## src/rtl/core_mem_arb_pkg.sv

```systemverilog
// Shared types and constants for the core memory arbiter: source encodings,
// tag-FIFO entry, and the packed downstream request/response payloads.
package core_mem_arb_pkg;

  localparam logic SRC_INST = 1'b0;
  localparam logic SRC_DATA = 1'b1;

  localparam logic [1:0] FETCH_ORDER = 2'b10;
  localparam logic [3:0] FETCH_MASK  = 4'hF;

  // wide enough for an outstanding count of up to 16
  localparam int CNT_W = 5;

  typedef struct packed {
    logic src;
    logic drop;
  } tag_t;

  typedef struct packed {
    logic        src;
    logic [1:0]  order;
    logic [3:0]  mask;
    logic        rw;
    logic [13:0] tid;
    logic [1:0]  mmumod;
    logic [31:0] pdt;
    logic [31:0] addr;
    logic [31:0] data;
  } mem_req_t;

  typedef struct packed {
    logic        pagefault;
    logic [27:0] mmu_flags;
    logic [63:0] data;
  } mem_rsp_t;

endpackage

```

## src/rtl/core_mem_arbiter_if.sv

```systemverilog
// Bundle of the fetch, data and memory-side signals of the arbiter.
// slave = arbiter view, master = pipeline/memory environment view.
interface core_mem_arbiter_if;

  logic        iINST_REQ;
  logic        oINST_LOCK;
  logic [1:0]  iINST_MMUMOD;
  logic [31:0] iINST_PDT;
  logic [31:0] iINST_ADDR;
  logic        iINST_DISCARD;
  logic        oINST_VALID;
  logic        oINST_PAGEFAULT;
  logic [63:0] oINST_DATA;
  logic [27:0] oINST_MMU_FLAGS;

  logic        iDATA_REQ;
  logic        oDATA_LOCK;
  logic [1:0]  iDATA_ORDER;
  logic [3:0]  iDATA_MASK;
  logic        iDATA_RW;
  logic [13:0] iDATA_TID;
  logic [1:0]  iDATA_MMUMOD;
  logic [31:0] iDATA_PDT;
  logic [31:0] iDATA_ADDR;
  logic [31:0] iDATA_DATA;
  logic        oDATA_VALID;
  logic        oDATA_PAGEFAULT;
  logic [63:0] oDATA_DATA;
  logic [27:0] oDATA_MMU_FLAGS;

  logic        oMEM_REQ;
  logic        oMEM_SRC;
  logic [1:0]  oMEM_ORDER;
  logic [3:0]  oMEM_MASK;
  logic        oMEM_RW;
  logic [13:0] oMEM_TID;
  logic [1:0]  oMEM_MMUMOD;
  logic [31:0] oMEM_PDT;
  logic [31:0] oMEM_ADDR;
  logic [31:0] oMEM_DATA;
  logic        iMEM_LOCK;
  logic        iMEM_VALID;
  logic        iMEM_PAGEFAULT;
  logic [63:0] iMEM_DATA;
  logic [27:0] iMEM_MMU_FLAGS;
  logic        oPROTOCOL_ERROR;

  modport slave (
    input  iINST_REQ, iINST_MMUMOD, iINST_PDT, iINST_ADDR, iINST_DISCARD,
    output oINST_LOCK, oINST_VALID, oINST_PAGEFAULT, oINST_DATA, oINST_MMU_FLAGS,
    input  iDATA_REQ, iDATA_ORDER, iDATA_MASK, iDATA_RW, iDATA_TID,
           iDATA_MMUMOD, iDATA_PDT, iDATA_ADDR, iDATA_DATA,
    output oDATA_LOCK, oDATA_VALID, oDATA_PAGEFAULT, oDATA_DATA, oDATA_MMU_FLAGS,
    output oMEM_REQ, oMEM_SRC, oMEM_ORDER, oMEM_MASK, oMEM_RW, oMEM_TID,
           oMEM_MMUMOD, oMEM_PDT, oMEM_ADDR, oMEM_DATA, oPROTOCOL_ERROR,
    input  iMEM_LOCK, iMEM_VALID, iMEM_PAGEFAULT, iMEM_DATA, iMEM_MMU_FLAGS
  );

  modport master (
    output iINST_REQ, iINST_MMUMOD, iINST_PDT, iINST_ADDR, iINST_DISCARD,
    input  oINST_LOCK, oINST_VALID, oINST_PAGEFAULT, oINST_DATA, oINST_MMU_FLAGS,
    output iDATA_REQ, iDATA_ORDER, iDATA_MASK, iDATA_RW, iDATA_TID,
           iDATA_MMUMOD, iDATA_PDT, iDATA_ADDR, iDATA_DATA,
    input  oDATA_LOCK, oDATA_VALID, oDATA_PAGEFAULT, oDATA_DATA, oDATA_MMU_FLAGS,
    input  oMEM_REQ, oMEM_SRC, oMEM_ORDER, oMEM_MASK, oMEM_RW, oMEM_TID,
           oMEM_MMUMOD, oMEM_PDT, oMEM_ADDR, oMEM_DATA, oPROTOCOL_ERROR,
    output iMEM_LOCK, iMEM_VALID, iMEM_PAGEFAULT, iMEM_DATA, iMEM_MMU_FLAGS
  );

endinterface

```

## src/rtl/core_mem_arb_tag_fifo.sv

```systemverilog
// Circular FIFO of {src, drop} tags for requests in flight, one-cycle update,
// with a bulk port that marks every fetch entry as dropped.
module core_mem_arb_tag_fifo
  import core_mem_arb_pkg::*;
#(
  parameter int P_DEPTH = 4
) (
  input  logic             clk,
  input  logic             rst,
  input  logic             push_vld,
  input  tag_t             push_dat,
  input  logic             pop_vld,
  input  logic             mark_drop,
  output tag_t             head_dat,
  output logic [CNT_W-1:0] count,
  output logic             empty
);

  localparam int PW = (P_DEPTH > 1) ? $clog2(P_DEPTH) : 1;

  tag_t [P_DEPTH-1:0] mem_q, mem_d;
  logic [PW-1:0]      wr_ptr_q, wr_ptr_d;
  logic [PW-1:0]      rd_ptr_q, rd_ptr_d;
  logic [CNT_W-1:0]   cnt_q, cnt_d;

  function automatic logic [PW-1:0] ptr_inc(input logic [PW-1:0] p);
    return (p == PW'(P_DEPTH - 1)) ? '0 : p + PW'(1);
  endfunction

  always_comb begin
    mem_d    = mem_q;
    wr_ptr_d = wr_ptr_q;
    rd_ptr_d = rd_ptr_q;
    cnt_d    = cnt_q;
    // marking stale slots too is harmless: they are overwritten on push
    if (mark_drop) begin
      for (int i = 0; i < P_DEPTH; i++) begin
        if (mem_q[i].src == SRC_INST) mem_d[i].drop = 1'b1;
      end
    end
    if (push_vld) begin
      mem_d[wr_ptr_q] = push_dat;
      wr_ptr_d        = ptr_inc(wr_ptr_q);
    end
    if (pop_vld) rd_ptr_d = ptr_inc(rd_ptr_q);
    case ({push_vld, pop_vld})
      2'b10:   cnt_d = cnt_q + CNT_W'(1);
      2'b01:   cnt_d = cnt_q - CNT_W'(1);
      default: cnt_d = cnt_q;
    endcase
  end

  always_ff @(posedge clk) begin
    if (rst) begin
      mem_q    <= '0;
      wr_ptr_q <= '0;
      rd_ptr_q <= '0;
      cnt_q    <= '0;
    end else begin
      mem_q    <= mem_d;
      wr_ptr_q <= wr_ptr_d;
      rd_ptr_q <= rd_ptr_d;
      cnt_q    <= cnt_d;
    end
  end

  assign head_dat = mem_q[rd_ptr_q];
  assign count    = cnt_q;
  assign empty    = (cnt_q == '0);

endmodule

```

## src/rtl/core_mem_arbiter.sv

```systemverilog
// Merges fetch and data requests onto one in-order memory port (data priority,
// fetch starvation guard); request and response paths are each one registered cycle.
module core_mem_arbiter
  import core_mem_arb_pkg::*;
#(
  parameter int P_MAX_OUTSTANDING = 4,
  parameter int P_INST_STARVE     = 4
) (
  input logic               iCLOCK,
  input logic               iRESET_SYNC,
  core_mem_arbiter_if.slave bus
);

  localparam int SW = $clog2(P_INST_STARVE + 1);

  logic             slot_free, can_grant, inst_elig, fetch_forced;
  logic             grant_inst, grant_data;
  mem_req_t         inst_pay, data_pay;
  logic             mem_req_q, mem_req_d;
  mem_req_t         mem_pay_q, mem_pay_d;
  logic [SW-1:0]    starve_q, starve_d;
  logic             inst_vld_q, inst_vld_d, data_vld_q, data_vld_d;
  mem_rsp_t         rsp_in, inst_rsp_q, inst_rsp_d, data_rsp_q, data_rsp_d;
  logic             proto_err_q, proto_err_d;
  tag_t             push_tag, head_tag;
  logic             push, pop, fifo_empty, rsp_drop;
  logic [CNT_W-1:0] fifo_cnt;

  core_mem_arb_tag_fifo #(.P_DEPTH(P_MAX_OUTSTANDING)) u_tag_fifo (
    .clk       (iCLOCK),
    .rst       (iRESET_SYNC),
    .push_vld  (push),
    .push_dat  (push_tag),
    .pop_vld   (pop),
    .mark_drop (bus.iINST_DISCARD),
    .head_dat  (head_tag),
    .count     (fifo_cnt),
    .empty     (fifo_empty)
  );

  always_comb begin
    slot_free    = !mem_req_q || !bus.iMEM_LOCK;
    // count is taken before this cycle's pop, so a full FIFO refuses even while draining
    can_grant    = !iRESET_SYNC && slot_free && (fifo_cnt < CNT_W'(P_MAX_OUTSTANDING));
    inst_elig    = bus.iINST_REQ && !bus.iINST_DISCARD;
    fetch_forced = (starve_q == SW'(P_INST_STARVE));
    grant_inst   = can_grant && inst_elig && (fetch_forced || !bus.iDATA_REQ);
    grant_data   = can_grant && bus.iDATA_REQ && !grant_inst;
  end

  always_comb begin
    inst_pay        = '0;
    inst_pay.src    = SRC_INST;
    inst_pay.order  = FETCH_ORDER;
    inst_pay.mask   = FETCH_MASK;
    inst_pay.rw     = 1'b1;
    inst_pay.mmumod = bus.iINST_MMUMOD;
    inst_pay.pdt    = bus.iINST_PDT;
    inst_pay.addr   = bus.iINST_ADDR;

    data_pay.src    = SRC_DATA;
    data_pay.order  = bus.iDATA_ORDER;
    data_pay.mask   = bus.iDATA_MASK;
    data_pay.rw     = bus.iDATA_RW;
    data_pay.tid    = bus.iDATA_TID;
    data_pay.mmumod = bus.iDATA_MMUMOD;
    data_pay.pdt    = bus.iDATA_PDT;
    data_pay.addr   = bus.iDATA_ADDR;
    data_pay.data   = bus.iDATA_DATA;
  end

  always_comb begin
    push          = grant_inst || grant_data;
    push_tag.src  = grant_data ? SRC_DATA : SRC_INST;
    push_tag.drop = 1'b0;

    mem_req_d = mem_req_q;
    mem_pay_d = mem_pay_q;
    if (push) begin
      mem_req_d = 1'b1;
      mem_pay_d = grant_inst ? inst_pay : data_pay;
    end else if (!bus.iMEM_LOCK) begin
      mem_req_d = 1'b0;
    end

    if (!bus.iINST_REQ || grant_inst) starve_d = '0;
    else if (grant_data && !fetch_forced) starve_d = starve_q + SW'(1);
    else starve_d = starve_q;

    rsp_in.pagefault = bus.iMEM_PAGEFAULT;
    rsp_in.mmu_flags = bus.iMEM_MMU_FLAGS;
    rsp_in.data      = bus.iMEM_DATA;

    pop         = bus.iMEM_VALID && !fifo_empty;
    // a discard landing on the same cycle as the fetch response still kills it
    rsp_drop    = head_tag.drop || (head_tag.src == SRC_INST && bus.iINST_DISCARD);
    inst_vld_d  = pop && (head_tag.src == SRC_INST) && !rsp_drop;
    data_vld_d  = pop && (head_tag.src == SRC_DATA) && !head_tag.drop;
    inst_rsp_d  = inst_vld_d ? rsp_in : inst_rsp_q;
    data_rsp_d  = data_vld_d ? rsp_in : data_rsp_q;
    proto_err_d = proto_err_q || (bus.iMEM_VALID && fifo_empty);
  end

  always_ff @(posedge iCLOCK) begin
    if (iRESET_SYNC) begin
      mem_req_q   <= 1'b0;
      mem_pay_q   <= '0;
      starve_q    <= '0;
      inst_vld_q  <= 1'b0;
      data_vld_q  <= 1'b0;
      inst_rsp_q  <= '0;
      data_rsp_q  <= '0;
      proto_err_q <= 1'b0;
    end else begin
      mem_req_q   <= mem_req_d;
      mem_pay_q   <= mem_pay_d;
      starve_q    <= starve_d;
      inst_vld_q  <= inst_vld_d;
      data_vld_q  <= data_vld_d;
      inst_rsp_q  <= inst_rsp_d;
      data_rsp_q  <= data_rsp_d;
      proto_err_q <= proto_err_d;
    end
  end

  assign bus.oINST_LOCK      = !grant_inst;
  assign bus.oDATA_LOCK      = !grant_data;

  assign bus.oMEM_REQ        = mem_req_q;
  assign bus.oMEM_SRC        = mem_pay_q.src;
  assign bus.oMEM_ORDER      = mem_pay_q.order;
  assign bus.oMEM_MASK       = mem_pay_q.mask;
  assign bus.oMEM_RW         = mem_pay_q.rw;
  assign bus.oMEM_TID        = mem_pay_q.tid;
  assign bus.oMEM_MMUMOD     = mem_pay_q.mmumod;
  assign bus.oMEM_PDT        = mem_pay_q.pdt;
  assign bus.oMEM_ADDR       = mem_pay_q.addr;
  assign bus.oMEM_DATA       = mem_pay_q.data;

  assign bus.oINST_VALID     = inst_vld_q;
  assign bus.oINST_PAGEFAULT = inst_rsp_q.pagefault;
  assign bus.oINST_MMU_FLAGS = inst_rsp_q.mmu_flags;
  assign bus.oINST_DATA      = inst_rsp_q.data;
  assign bus.oDATA_VALID     = data_vld_q;
  assign bus.oDATA_PAGEFAULT = data_rsp_q.pagefault;
  assign bus.oDATA_MMU_FLAGS = data_rsp_q.mmu_flags;
  assign bus.oDATA_DATA      = data_rsp_q.data;

  assign bus.oPROTOCOL_ERROR = proto_err_q;

endmodule

```

## src/flat_wrapper.sv

```systemverilog
// flat-port wrapper written by rule: the top's interface ports become plain ports
module core_mem_arbiter_flat import core_mem_arb_pkg::*;
#(
  parameter int P_MAX_OUTSTANDING = 4,
  parameter int P_INST_STARVE     = 4
)
  (iCLOCK, iRESET_SYNC, bus_iINST_REQ, bus_iINST_MMUMOD, bus_iINST_PDT, bus_iINST_ADDR, bus_iINST_DISCARD, bus_oINST_LOCK, bus_oINST_VALID, bus_oINST_PAGEFAULT, bus_oINST_DATA, bus_oINST_MMU_FLAGS, bus_iDATA_REQ, bus_iDATA_ORDER, bus_iDATA_MASK, bus_iDATA_RW, bus_iDATA_TID, bus_iDATA_MMUMOD, bus_iDATA_PDT, bus_iDATA_ADDR, bus_iDATA_DATA, bus_oDATA_LOCK, bus_oDATA_VALID, bus_oDATA_PAGEFAULT, bus_oDATA_DATA, bus_oDATA_MMU_FLAGS, bus_oMEM_REQ, bus_oMEM_SRC, bus_oMEM_ORDER, bus_oMEM_MASK, bus_oMEM_RW, bus_oMEM_TID, bus_oMEM_MMUMOD, bus_oMEM_PDT, bus_oMEM_ADDR, bus_oMEM_DATA, bus_oPROTOCOL_ERROR, bus_iMEM_LOCK, bus_iMEM_VALID, bus_iMEM_PAGEFAULT, bus_iMEM_DATA, bus_iMEM_MMU_FLAGS);
  core_mem_arbiter_if bus_i ();
  input logic iCLOCK;
  input logic iRESET_SYNC;
  input wire logic [$bits(bus_i.iINST_REQ)-1:0] bus_iINST_REQ;
  input wire logic [$bits(bus_i.iINST_MMUMOD)-1:0] bus_iINST_MMUMOD;
  input wire logic [$bits(bus_i.iINST_PDT)-1:0] bus_iINST_PDT;
  input wire logic [$bits(bus_i.iINST_ADDR)-1:0] bus_iINST_ADDR;
  input wire logic [$bits(bus_i.iINST_DISCARD)-1:0] bus_iINST_DISCARD;
  output wire logic [$bits(bus_i.oINST_LOCK)-1:0] bus_oINST_LOCK;
  output wire logic [$bits(bus_i.oINST_VALID)-1:0] bus_oINST_VALID;
  output wire logic [$bits(bus_i.oINST_PAGEFAULT)-1:0] bus_oINST_PAGEFAULT;
  output wire logic [$bits(bus_i.oINST_DATA)-1:0] bus_oINST_DATA;
  output wire logic [$bits(bus_i.oINST_MMU_FLAGS)-1:0] bus_oINST_MMU_FLAGS;
  input wire logic [$bits(bus_i.iDATA_REQ)-1:0] bus_iDATA_REQ;
  input wire logic [$bits(bus_i.iDATA_ORDER)-1:0] bus_iDATA_ORDER;
  input wire logic [$bits(bus_i.iDATA_MASK)-1:0] bus_iDATA_MASK;
  input wire logic [$bits(bus_i.iDATA_RW)-1:0] bus_iDATA_RW;
  input wire logic [$bits(bus_i.iDATA_TID)-1:0] bus_iDATA_TID;
  input wire logic [$bits(bus_i.iDATA_MMUMOD)-1:0] bus_iDATA_MMUMOD;
  input wire logic [$bits(bus_i.iDATA_PDT)-1:0] bus_iDATA_PDT;
  input wire logic [$bits(bus_i.iDATA_ADDR)-1:0] bus_iDATA_ADDR;
  input wire logic [$bits(bus_i.iDATA_DATA)-1:0] bus_iDATA_DATA;
  output wire logic [$bits(bus_i.oDATA_LOCK)-1:0] bus_oDATA_LOCK;
  output wire logic [$bits(bus_i.oDATA_VALID)-1:0] bus_oDATA_VALID;
  output wire logic [$bits(bus_i.oDATA_PAGEFAULT)-1:0] bus_oDATA_PAGEFAULT;
  output wire logic [$bits(bus_i.oDATA_DATA)-1:0] bus_oDATA_DATA;
  output wire logic [$bits(bus_i.oDATA_MMU_FLAGS)-1:0] bus_oDATA_MMU_FLAGS;
  output wire logic [$bits(bus_i.oMEM_REQ)-1:0] bus_oMEM_REQ;
  output wire logic [$bits(bus_i.oMEM_SRC)-1:0] bus_oMEM_SRC;
  output wire logic [$bits(bus_i.oMEM_ORDER)-1:0] bus_oMEM_ORDER;
  output wire logic [$bits(bus_i.oMEM_MASK)-1:0] bus_oMEM_MASK;
  output wire logic [$bits(bus_i.oMEM_RW)-1:0] bus_oMEM_RW;
  output wire logic [$bits(bus_i.oMEM_TID)-1:0] bus_oMEM_TID;
  output wire logic [$bits(bus_i.oMEM_MMUMOD)-1:0] bus_oMEM_MMUMOD;
  output wire logic [$bits(bus_i.oMEM_PDT)-1:0] bus_oMEM_PDT;
  output wire logic [$bits(bus_i.oMEM_ADDR)-1:0] bus_oMEM_ADDR;
  output wire logic [$bits(bus_i.oMEM_DATA)-1:0] bus_oMEM_DATA;
  output wire logic [$bits(bus_i.oPROTOCOL_ERROR)-1:0] bus_oPROTOCOL_ERROR;
  input wire logic [$bits(bus_i.iMEM_LOCK)-1:0] bus_iMEM_LOCK;
  input wire logic [$bits(bus_i.iMEM_VALID)-1:0] bus_iMEM_VALID;
  input wire logic [$bits(bus_i.iMEM_PAGEFAULT)-1:0] bus_iMEM_PAGEFAULT;
  input wire logic [$bits(bus_i.iMEM_DATA)-1:0] bus_iMEM_DATA;
  input wire logic [$bits(bus_i.iMEM_MMU_FLAGS)-1:0] bus_iMEM_MMU_FLAGS;
  assign bus_i.iINST_REQ = bus_iINST_REQ;
  assign bus_i.iINST_MMUMOD = bus_iINST_MMUMOD;
  assign bus_i.iINST_PDT = bus_iINST_PDT;
  assign bus_i.iINST_ADDR = bus_iINST_ADDR;
  assign bus_i.iINST_DISCARD = bus_iINST_DISCARD;
  assign bus_oINST_LOCK = bus_i.oINST_LOCK;
  assign bus_oINST_VALID = bus_i.oINST_VALID;
  assign bus_oINST_PAGEFAULT = bus_i.oINST_PAGEFAULT;
  assign bus_oINST_DATA = bus_i.oINST_DATA;
  assign bus_oINST_MMU_FLAGS = bus_i.oINST_MMU_FLAGS;
  assign bus_i.iDATA_REQ = bus_iDATA_REQ;
  assign bus_i.iDATA_ORDER = bus_iDATA_ORDER;
  assign bus_i.iDATA_MASK = bus_iDATA_MASK;
  assign bus_i.iDATA_RW = bus_iDATA_RW;
  assign bus_i.iDATA_TID = bus_iDATA_TID;
  assign bus_i.iDATA_MMUMOD = bus_iDATA_MMUMOD;
  assign bus_i.iDATA_PDT = bus_iDATA_PDT;
  assign bus_i.iDATA_ADDR = bus_iDATA_ADDR;
  assign bus_i.iDATA_DATA = bus_iDATA_DATA;
  assign bus_oDATA_LOCK = bus_i.oDATA_LOCK;
  assign bus_oDATA_VALID = bus_i.oDATA_VALID;
  assign bus_oDATA_PAGEFAULT = bus_i.oDATA_PAGEFAULT;
  assign bus_oDATA_DATA = bus_i.oDATA_DATA;
  assign bus_oDATA_MMU_FLAGS = bus_i.oDATA_MMU_FLAGS;
  assign bus_oMEM_REQ = bus_i.oMEM_REQ;
  assign bus_oMEM_SRC = bus_i.oMEM_SRC;
  assign bus_oMEM_ORDER = bus_i.oMEM_ORDER;
  assign bus_oMEM_MASK = bus_i.oMEM_MASK;
  assign bus_oMEM_RW = bus_i.oMEM_RW;
  assign bus_oMEM_TID = bus_i.oMEM_TID;
  assign bus_oMEM_MMUMOD = bus_i.oMEM_MMUMOD;
  assign bus_oMEM_PDT = bus_i.oMEM_PDT;
  assign bus_oMEM_ADDR = bus_i.oMEM_ADDR;
  assign bus_oMEM_DATA = bus_i.oMEM_DATA;
  assign bus_oPROTOCOL_ERROR = bus_i.oPROTOCOL_ERROR;
  assign bus_i.iMEM_LOCK = bus_iMEM_LOCK;
  assign bus_i.iMEM_VALID = bus_iMEM_VALID;
  assign bus_i.iMEM_PAGEFAULT = bus_iMEM_PAGEFAULT;
  assign bus_i.iMEM_DATA = bus_iMEM_DATA;
  assign bus_i.iMEM_MMU_FLAGS = bus_iMEM_MMU_FLAGS;
  core_mem_arbiter #(.P_MAX_OUTSTANDING(P_MAX_OUTSTANDING), .P_INST_STARVE(P_INST_STARVE)) u_core (.iCLOCK(iCLOCK), .iRESET_SYNC(iRESET_SYNC), .bus(bus_i));
endmodule
```

## config.mk

```make
export PLATFORM = sky130hd
export DESIGN_NAME = core_mem_arbiter_flat
export DESIGN_NICKNAME = d
export VERILOG_FILES = /design/src/rtl/core_mem_arb_pkg.sv /design/src/rtl/core_mem_arbiter_if.sv /design/src/rtl/core_mem_arb_tag_fifo.sv /design/src/rtl/core_mem_arbiter.sv /design/src/flat_wrapper.sv
export SDC_FILE = /design/constraint.sdc
export NUM_CORES = 1
export LEC_CHECK = 0
export ABC_CLOCK_PERIOD_IN_PS = 5600
export BUFFER_PORTS_ARGS = -buffer_cell sky130_fd_sc_hd__buf_2
export CAP_MARGIN = 10
export CORE_AREA = 2 2 233 235
export CTS_CLUSTER_DIAMETER = 30
export DETAILED_ROUTE_END_ITERATION = 8
export DIE_AREA = 0 0 235 237
export GPL_ROUTABILITY_DRIVEN = 1
export GPL_TIMING_DRIVEN = 0
export SKIP_LAST_GASP = 1
export SYNTH_ARGS = -nofsm -noshare
export SYNTH_HDL_FRONTEND = slang
export SYNTH_SLANG_ARGS = --single-unit
export TNS_END_PERCENT = 1
```

## constraint.sdc

```tcl
create_clock -name iCLOCK -period 5.6 [get_ports iCLOCK]
set_input_delay 1.12 -clock iCLOCK [delete_from_list [all_inputs] [get_ports iCLOCK]]
set_output_delay 1.12 -clock iCLOCK [all_outputs]
set_load 0.05 [all_outputs]
```

==> flow_metrics.tcl, run 1 <==
set metrics [dict create \
    synth_seq_area_share_pct 54.2 \
    hold_path_class "flop to flop" \
    p_total_mw 11.1 \
    slew_viol_final 0 \
    synth-async-reset-ratio_pct 0 \
    swShare_pct 37.5 \
    worstHoldStart "u_core.bus.oDATA_MMU_FLAGS[22]" \
    worst_pin_slew_ps 1020 \
    grt_pass1_wl_um 72600 \
    drtIter0Drc 526 \
    io_pins 597 \
    synth_edf_count 0 \
    fin_crit_ps 4040 \
    cp.arrival_ps 2920 \
    cpMaxStageDelayCell "clkbuf_1" \
    fp.dieH_um 237 \
    viasPerCell 4.49 \
    rsz0062_at_grt "false" \
    finalHoldViolCount 0 \
    gp_congestion 0.956 \
    ys_ff_latch 330 \
    finalWirelength_um 48700 \
    switchingPower_mw 4.16 \
    antenna_found_initial 0 \
    endpoint_kind "primary output" \
    clock.fmax_mhz 247 \
    p_clk_share_pct 43.7 \
    max_slew_margin_pct 31.6 \
    leakage_nw 8.83 \
    syn_area_um2 12200 \
    area_growth_pct 55.1 \
    drive_above_1_share_pct 35.4 \
    post-route-util_pct 35.5 \
    die-area_um2 55700 \
    remaining_drc_errors 0 \
    netlist_instances 1429 \
    synth_area_per_cell_um2 8.53 \
    clock_path_buffers 3 \
    power_frac_comb_pct 29.1 \
    clk_pin_slew_ps 40 \
    rrSetupSlack_ps 2650 \
    fin_nets 2400 \
    r2r-start "u_core.u_tag_fifo.rd_ptr_q[0]" \
    vias 12900 \
    rows 85 \
    synthFlopType "dfxtp_1" \
    synthesis.nets 1724 \
    skew_ps 30.6 \
    post-cts-setup-buffer-count 0 \
    grt_pass1_vias 12900 \
    crit_buf_inv 5 \
    dp_hpwl_um 37900 \
    final_common_cell "buf_2" \
    cts_resized 0 \
    drtAntennaViolNets 0 \
    start_kind "input pin" \
    crit_family "buffers and inverters" \
    ir_drop_mv 0.299 \
    share_seq_of_total_power_pct 27.2 \
    crit_chain "buf_2 > nor2_1 > and3_1 > clkbuf_1 > o211a_1 > clkbuf_1 > inv_1 > buf_2" \
    fillers 5462 \
    internal_power_mw 6.93 \
    cts_root_buffer "clkbuf_16" \
    crit_required_ps 4480 \
    mostFrequentLayoutCells "buf_2 (624), nand2_1 (382), dfxtp_1 (330)" \
    grt_max_degree 13 \
    setup_tns_ps 0 \
    worstSkewPairLatency_ps 590 \
    io_buffers 596 \
    cts_buffers 78 \
    cts_hold_buf 0 \
    overflow 0 \
    setup_viol 0 \
    power_density_nw_per_um2 587 \
    status "finished clean" \
    worstSetupPathType "input pin to primary output" \
    dr.pass1.iters 5 \
    yosysUniqueCellTypes 42 \
    slowest_delay_ps 390 \
    core_area_um2 53300 \
    critPathMaxFanout 7 \
    startpoint "iRESET_SYNC" \
    finalCritPeriodShare_pct 72.2 \
    clock_sinks 330 \
    start_util_pct 22.9 \
    htree_levels 3 \
    cts_tree "built" \
    yosysWarnings 0 \
    die_x_um 235 \
    wl_per_cell_um 17.0 \
    max-cap-violations 0 \
    track_usage_pct 16.7 \
]
-- final cells by class --
| type | instances | area (um2) | share of cell area (%) |
|---|---|---|---|
| tap | 696 | 871 | 4.60 |
| inverter | 12 | 45.0 | 0.238 |
| clock inverter | 38 | 613 | 3.24 |
| sequential | 330 | 6610 | 34.9 |
| clock buffer | 104 | 2250 | 11.9 |
| multi-input combinational | 973 | 5060 | 26.8 |
| timing repair buffer | 596 | 2980 | 15.8 |
| antenna | 1 | 2.50 | 0.0132 |
| buffer | 114 | 479 | 2.53 |
-- registers in the layout, summed over array words and instances, names as in the netlist, 2 cells and up --
name / count
u_core.u_tag_fifo.mem_q: 8
u_core.bus.oINST_DATA: 64
u_core.bus.oMEM_ADDR: 32
u_core.bus.oMEM_TID: 14
u_core.bus.oMEM_MASK: 4
u_core.bus.oMEM_MMUMOD: 2
u_core.starve_q: 3
u_core.bus.oMEM_ORDER: 2
u_core.bus.oINST_MMU_FLAGS: 28
u_core.u_tag_fifo.wr_ptr_q: 2
u_core.u_tag_fifo.count: 5
u_core.bus.oDATA_MMU_FLAGS: 28
u_core.bus.oDATA_DATA: 64
u_core.bus.oMEM_DATA: 32
u_core.bus.oMEM_PDT: 32
u_core.u_tag_fifo.rd_ptr_q: 2
-- metrics by stage --
step	setup slack (ps)	std cells	cell area, um2	hold WS [ps]
6_report	1560	2864	18900	450
5_1_grt	1410	2863	18900	462
4_1_cts	1470	2863	18900	449
3_5_place_dp	1460	2721	16000	443
3_3_place_gp	1490	2721	16000	438
2_1_floorplan	2280	1429	12200	435
-- cell families after synthesis --
| family | Yosys count | share of synthesized area, % |
|---|---|---|
| simple gates | 550 | 17.4 |
| compound gates | 335 | 16.5 |
| flops | 330 | 54.2 |
| buf+inv | 126 | 4.30 |
| mux | 73 | 6.22 |
| fa+ha+maj | 10 | 1.03 |
| xor+xnor | 5 | 0.359 |
-- worst register-to-register path, stage by stage, from the launching register on --
cell and delay, ps:
dfxtp_1 430, mux4_2 580, nor4_1 850, buf_2 420, buf_2 310, nand2_1 140
a21oi_1 130
-- per-layer routing --
layer  track usage (%)  wire, um  share of wire [%]
met2              29.8     24500                 50
met1              18.8     19400                 40
met3              3.94      3240                6.6
met4              7.88      1550                3.2
met5                 0         0                  0
-- Yosys cell counts, types with 9 or more instances --
master	number	area (um2)
a211oi_1	70	526
a21oi_1	204	1020
a22oi_1	45	338
buf_2	28	140
clkbuf_1	76	285
dfxtp_1	330	6610
ha_1	10	125
inv_1	11	41.3
mux2i_1	69	691
nand2_1	382	1430
nor2_1	142	533
nor3_1	9	45.0
-- power by group through the flow --
stage,Clock [mW],Combinational [mW],Sequential (mW)
CTS,4.93,3.25,3.02
finish,4.85,3.22,3.02
global placement,0,3.20,3.04
global route,5.06,3.44,3.06
floorplan,0,0.990,4.35
detailed placement,0,3.24,3.05
-- worst paths after layout --
path / to / depth (start not counted)
worst max-delay path: bus_oDATA_LOCK / 8
worst max register to register: u_core.bus.oINST_DATA[50] / 6
worst min register to register: u_core.bus.oDATA_MMU_FLAGS[22] / 2
worst min-delay path: u_core.bus.oDATA_MMU_FLAGS[22] / 2
(Power assumes the default switching activity.)
==> inputs of run 2 (changes only) <==
--- a/config.mk
+++ b/config.mk
@@ -5,13 +5,13 @@
 export SDC_FILE = /design/constraint.sdc
 export NUM_CORES = 1
 export LEC_CHECK = 0
-export ABC_CLOCK_PERIOD_IN_PS = 5600
+export ABC_CLOCK_PERIOD_IN_PS = 3570
 export BUFFER_PORTS_ARGS = -buffer_cell sky130_fd_sc_hd__buf_2
 export CAP_MARGIN = 10
-export CORE_AREA = 2 2 233 235
+export CORE_AREA = 2 2 232 234
 export CTS_CLUSTER_DIAMETER = 30
 export DETAILED_ROUTE_END_ITERATION = 8
-export DIE_AREA = 0 0 235 237
+export DIE_AREA = 0 0 234 236
 export GPL_ROUTABILITY_DRIVEN = 1
 export GPL_TIMING_DRIVEN = 0
 export SKIP_LAST_GASP = 1
==> constraint.sdc (replaced) <==
create_clock -name iCLOCK -period 3.57 [get_ports iCLOCK]
set_input_delay 0.714 -clock iCLOCK [delete_from_list [all_inputs] [get_ports iCLOCK]]
set_output_delay 0.714 -clock iCLOCK [all_outputs]
set_load 0.05 [all_outputs]
==> run 2 against run 1 <==
Compared with the run above: clock skew fell by 9.2 ps; clock-buffer cell count up 2; register-to-register slack got worse by 1800 ps; core utilization decreased by 0.44 points; highest routed layer is now met5; combinational power up 57%.
==> flow_metrics.tcl, run 2 (synthesized netlist as in run 1, its figures left out) <==
set metrics [dict create \
    status "finished clean" \
    grt_pass1_wl_um 71600 \
    leakage_nw 8.70 \
    fin_area_um2 18600 \
    antenna_found_initial 4 \
    clock.fmax_mhz 293 \
    slew_viol_final 0 \
    die-area_um2 55200 \
    ff2ff_path_depth 6 \
    dp_hpwl_um 38100 \
    start_kind "flop" \
    start_util_pct 23.0 \
    post-cts-setup-buffer-count 0 \
    drtIter0Drc 516 \
    fin_nets 2401 \
    drive_above_1_share_pct 35.0 \
    p_total_mw 16.5 \
    io_pins 597 \
    clock_sinks 330 \
    worst_r2r_endpoint "u_core.bus.oDATA_DATA[10]" \
    ir_drop_mv 0.432 \
    finalWirelength_um 48800 \
    setup_viol 0 \
    cts_root_buffer "clkbuf_16" \
    mostFrequentLayoutCells "buf_2 (623), nand2_1 (382), dfxtp_1 (330)" \
    final_common_cell "buf_2" \
    overflow 0 \
    worst_pin_slew_ps 1140 \
    clock_path_buffers 3 \
    worstSkewPairLatency_ps 590 \
    skew_ps 21.4 \
    fin_hold_ws_ps 348 \
    cts_buffers 79 \
    crit_required_ps 2860 \
    rrSetupSlack_ps 860 \
    worstHoldStart "bus_iDATA_DATA[31]" \
    finalHoldViolCount 0 \
    whs_path_depth 2 \
    hold_end "u_core.bus.oMEM_DATA[31]" \
    hold_path_class "input pin to flop" \
    rows 85 \
    max-cap-violations 0 \
    dr.pass1.iters 5 \
    drtAntennaViolNets 0 \
    die_x_um 234 \
    instances_no_fill 2861 \
    placed_cell_area_um2 16000 \
    max_slew_margin_pct 23.7 \
    r2r-start "u_core.u_tag_fifo.rd_ptr_q[0]" \
    htree_levels 3 \
    core_area_um2 53100 \
    worstSetupPathType "flop to primary output" \
    io_buffers 596 \
    viasPerCell 4.49 \
    cts_tree "built" \
    gp_congestion 0.884 \
    clk_pin_slew_ps 40 \
    dp.cells 2721 \
    grt_max_degree 13 \
    power_density_nw_per_um2 889 \
    endpoint_kind "primary output" \
    critPathMaxFanout 10 \
    finalCritPeriodShare_pct 95.5 \
    grt_pass1_vias 13000 \
    post-route-util_pct 35.1 \
    remaining_drc_errors 0 \
    rsz0062_at_grt "true" \
    area_growth_pct 52.6 \
    cp.arrival_ps 2700 \
    wl_per_cell_um 17.1 \
    track_usage_pct 16.9 \
    cts_hold_buf 0 \
    fin_crit_ps 3410 \
    fp.dieH_um 236 \
    vias 12800 \
]
[run 2: worst max-delay path by stage]
stage,slack (ps),from,endpoint,cells past startpoint
floorplan,920,bus_iINST_REQ,u_core.u_tag_fifo.count[4],9
global placement,80,iRESET_SYNC,u_core.bus.oMEM_REQ,5
detailed placement,10,iRESET_SYNC,u_core.bus.oINST_DATA[63],5
finish,160,u_core.starve_q[0],bus_oINST_LOCK,8
CTS,10,u_core.u_tag_fifo.count[2],bus_oINST_LOCK,7
global route,-90,u_core.u_tag_fifo.count[2],bus_oINST_LOCK,7
[run 2: timing repair]
action | CTS | global route
gates cloned | 0 | 0
endpoints found under the setup margin | 1 | 2
pin swaps | 0 | 0
endpoints found under the hold margin | 0 | 0
resized for setup | 1 | 0
[run 2: final cells by class]
cell class                 instances  area, um2
antenna                            2       5.00
multi-input combinational        973       5060
sequential                       330       6610
fill                            5498      34500
clock buffer                     106       2220
tap                              696        871
buffer                           114        482
clock inverter                    32        333
inverter                          12       45.0
timing repair buffer             596       2980
[run 2: critical path, cell delays in order (launching register included)]
cell	delay [ps]
dfxtp_1	340
inv_1	80
ha_1	200
nand2_1	130
nand2_1	90
nand3_1	330
buf_4	330
buf_4	280
buf_2	300
[run 2: power breakdown]
part / internal [mW] / total (mW) / switching (mW)
clock: 4.55 / 6.77 / 2.21
combinational: 1.22 / 5.05 / 3.84
sequential: 4.35 / 4.72 / 0.373
[run 2: routing by layer]
metal  share of wire (%)  vias to the layer above  GRT usage [%]
met3                 7.6                      110           4.74
met1                  39                     5990           17.9
met2                  49                      537           29.8
met5               0.027                        -              0
met4                 4.5                        2           9.78
li1                    -                     6196              -
[run 2: through the flow]
| step | setup TNS (ps) | worst slack, ps |
|---|---|---|
| 2_1_floorplan | 0 | 923 |
| 3_3_place_gp | 0 | 75.7 |
| 3_5_place_dp | 0 | 10.9 |
| 4_1_cts | 0 | 11.8 |
| 5_1_grt | -159 | -90.9 |
| 6_report | 0 | 161 |
==> inputs of run 3 (changes only) <==
--- a/config.mk
+++ b/config.mk
@@ -8,10 +8,11 @@
 export ABC_CLOCK_PERIOD_IN_PS = 3570
 export BUFFER_PORTS_ARGS = -buffer_cell sky130_fd_sc_hd__buf_2
 export CAP_MARGIN = 10
-export CORE_AREA = 2 2 232 234
+export CORE_AREA = 2 2 230 232
+export CTS_BUF_LIST = sky130_fd_sc_hd__clkbuf_8
 export CTS_CLUSTER_DIAMETER = 30
 export DETAILED_ROUTE_END_ITERATION = 8
-export DIE_AREA = 0 0 234 236
+export DIE_AREA = 0 0 232 234
 export GPL_ROUTABILITY_DRIVEN = 1
 export GPL_TIMING_DRIVEN = 0
 export SKIP_LAST_GASP = 1
==> run 3 against run 2 <==
Compared with the run above: flip-flop and latch count is the same; maximum frequency grew 0.26%; die area shrank 1.7%; combinational power is essentially flat; first-iteration DRC count shrank 8.9%; register-to-register slack lost 200 ps; sequential power is essentially flat; critical path depth shrank 1; routed wire length shrank 1.1%; clock-buffer cell count shrank 16; clock skew grew 20 ps; largest cell class unchanged.
==> flow_metrics.tcl, run 3 (synthesized netlist as in run 1, its figures left out) <==
set metrics [dict create \
    status "finished clean" \
    worstSkewPairLatency_ps 650 \
    internal_power_mw 8.67 \
    post-cts-setup-buffer-count 0 \
    cts_hold_buf 0 \
    ir_drop_mv 0.546 \
    swShare_pct 41.7 \
    power_frac_comb_pct 34.0 \
    clk_pin_slew_ps 50 \
    fp.dieH_um 234 \
    viasPerCell 4.45 \
    fin_nets 2401 \
    mostFrequentLayoutCells "buf_2 (623), nand2_1 (382), dfxtp_1 (330)" \
    finalCritPeriodShare_pct 95.2 \
    slew_viol_final 0 \
    crit_required_ps 2860 \
    grt_pass1_wl_um 70000 \
    final_common_cell "buf_2" \
    cpMaxStageDelayCell "dfxtp_1" \
    fillers 5439 \
    drtIter0Drc 470 \
    cts_tree "built" \
    power_density_nw_per_um2 831 \
    endpoint_kind "primary output" \
    skew_ps 41.5 \
    vias 12700 \
    drive_above_1_share_pct 35.5 \
    die_x_um 232 \
    die-area_um2 54300 \
    p_clk_share_pct 34.4 \
    finalHoldViolCount 0 \
    overflow 0 \
    preCtsSetupSlack_ps 155 \
    grt_pass1_vias 12600 \
    fin_area_um2 17900 \
    cp_common_cell "buf_4" \
    setup_viol 0 \
    cp.arrival_ps 2690 \
    remaining_drc_errors 0 \
    dp_hpwl_um 37900 \
    area_growth_pct 46.8 \
    max-cap-violations 0 \
    wl_per_cell_um 16.9 \
    placed_cell_area_um2 16000 \
    io_buffers 596 \
    dr.pass1.iters 6 \
    core_area_um2 52000 \
    leakage_nw 8.38 \
    crit_chain "nor2_1 > and3_1 > clkbuf_1 > nand3_1 > buf_4 > buf_4 > buf_2" \
    max_slew_margin_pct 35.4 \
    fin_crit_ps 3400 \
    io_pins 597 \
    grt_max_degree 14 \
    track_usage_pct 16.8 \
    gp_congestion 0.924 \
    switchingPower_mw 6.20 \
    worstSetupPathType "flop to primary output" \
    clock_path_buffers 3 \
    hold_path_class "input pin to flop" \
    critPathMaxFanout 10 \
    htree_levels 3 \
    clock_sinks 330 \
    start_kind "flop" \
    cts_root_buffer "clkbuf_8" \
    antenna_found_initial 2 \
    rows 84 \
    slowest_delay_ps 360 \
    clock.fmax_mhz 294 \
    rsz0062_at_grt "true" \
    finalWirelength_um 48300 \
    worst_pin_slew_ps 960 \
    drtAntennaViolNets 0 \
    start_util_pct 23.4 \
    share_seq_of_total_power_pct 31.7 \
    setup_slack_ps 170 \
    cts_buffers 80 \
]
## run 3: cell count changes in the layout (fill, tap and decap cells not counted), moves of 2 or more
cell and delta:
clkbuf_16 -79, clkbuf_8 +76, clkbuf_1 -14, clkinvlp_4 +10, bufinv_16 +7, inv_1 +7
clkinv_2 -5, inv_8 +4, inv_16 -3, clkinv_4 +2
## run 3: what timing repair did
item	CTS	global route
endpoints found under the hold margin	0	0
resized for setup	1	0
endpoints found under the setup margin	1	2
gates cloned	0	0
## run 3: cell type report
type	instances	area [um2]	area share (%)
antenna	3	7.51	0.0419
buffer	113	478	2.67
clock buffer	90	1240	6.92
clock inverter	54	616	3.44
inverter	12	45.0	0.252
multi-input combinational	973	5060	28.3
sequential	330	6610	36.9
tap	688	861	4.81
timing repair buffer	596	2980	16.7
## run 3: critical path: cells and delay by family (launching register included)
family | cells | cell delay (ps)
flip-flops | 1 | 360
AND/OR/NAND/NOR | 3 | 680
buffers and inverters | 4 | 970
## run 3: path summary, 6_finish.rpt
path / from / end / slack, ps / depth (start not counted)
worst max register to register: u_core.u_tag_fifo.rd_ptr_q[0] / u_core.bus.oINST_DATA[50] / 660 / 6
worst max-delay path: u_core.u_tag_fifo.count[2] / bus_oINST_LOCK / 170 / 7
worst min-delay path: bus_iDATA_DATA[31] / u_core.bus.oMEM_DATA[31] / 290 / 2
worst min register to register: u_core.bus.oDATA_DATA[20] / u_core.bus.oDATA_DATA[20] / 450 / 2
## run 3: routing by layer
| metal | global-route usage, % | vias up | part of all wire [%] |
|---|---|---|---|
| met3 | 4.39 | 78 | 6.9 |
| met4 | 7.89 | 0 | 3.0 |
| met1 | 18.3 | 5936 | 40 |
| met5 | 0 | - | 0 |
| met2 | 30.4 | 499 | 50 |
| li1 | - | 6206 | - |
## run 3: power groups by stage
stage | Sequential, mW | Clock, mW | Combinational (mW)
2_1_floorplan | 6.82 | 0 | 1.55
3_3_place_gp | 4.75 | 0 | 5.04
3_5_place_dp | 4.77 | 0 | 5.09
4_1_cts | 4.71 | 5.23 | 5.10
5_1_grt | 4.78 | 5.41 | 5.40
6_report | 4.71 | 5.11 | 5.05
## run 3: through the flow
stage               TNS (ps)  power, mW  cells  utilization [%]  hold WS (ps)
floorplan                  0       8.37   1429                -           435
global placement           0       9.78   2713             30.8           439
detailed placement         0       9.86   2713             30.8           443
CTS                        0       15.0   2857             34.4           187
global route           -19.3       15.6   2858             34.4           231
finish                     0       14.9   2859             34.4           287
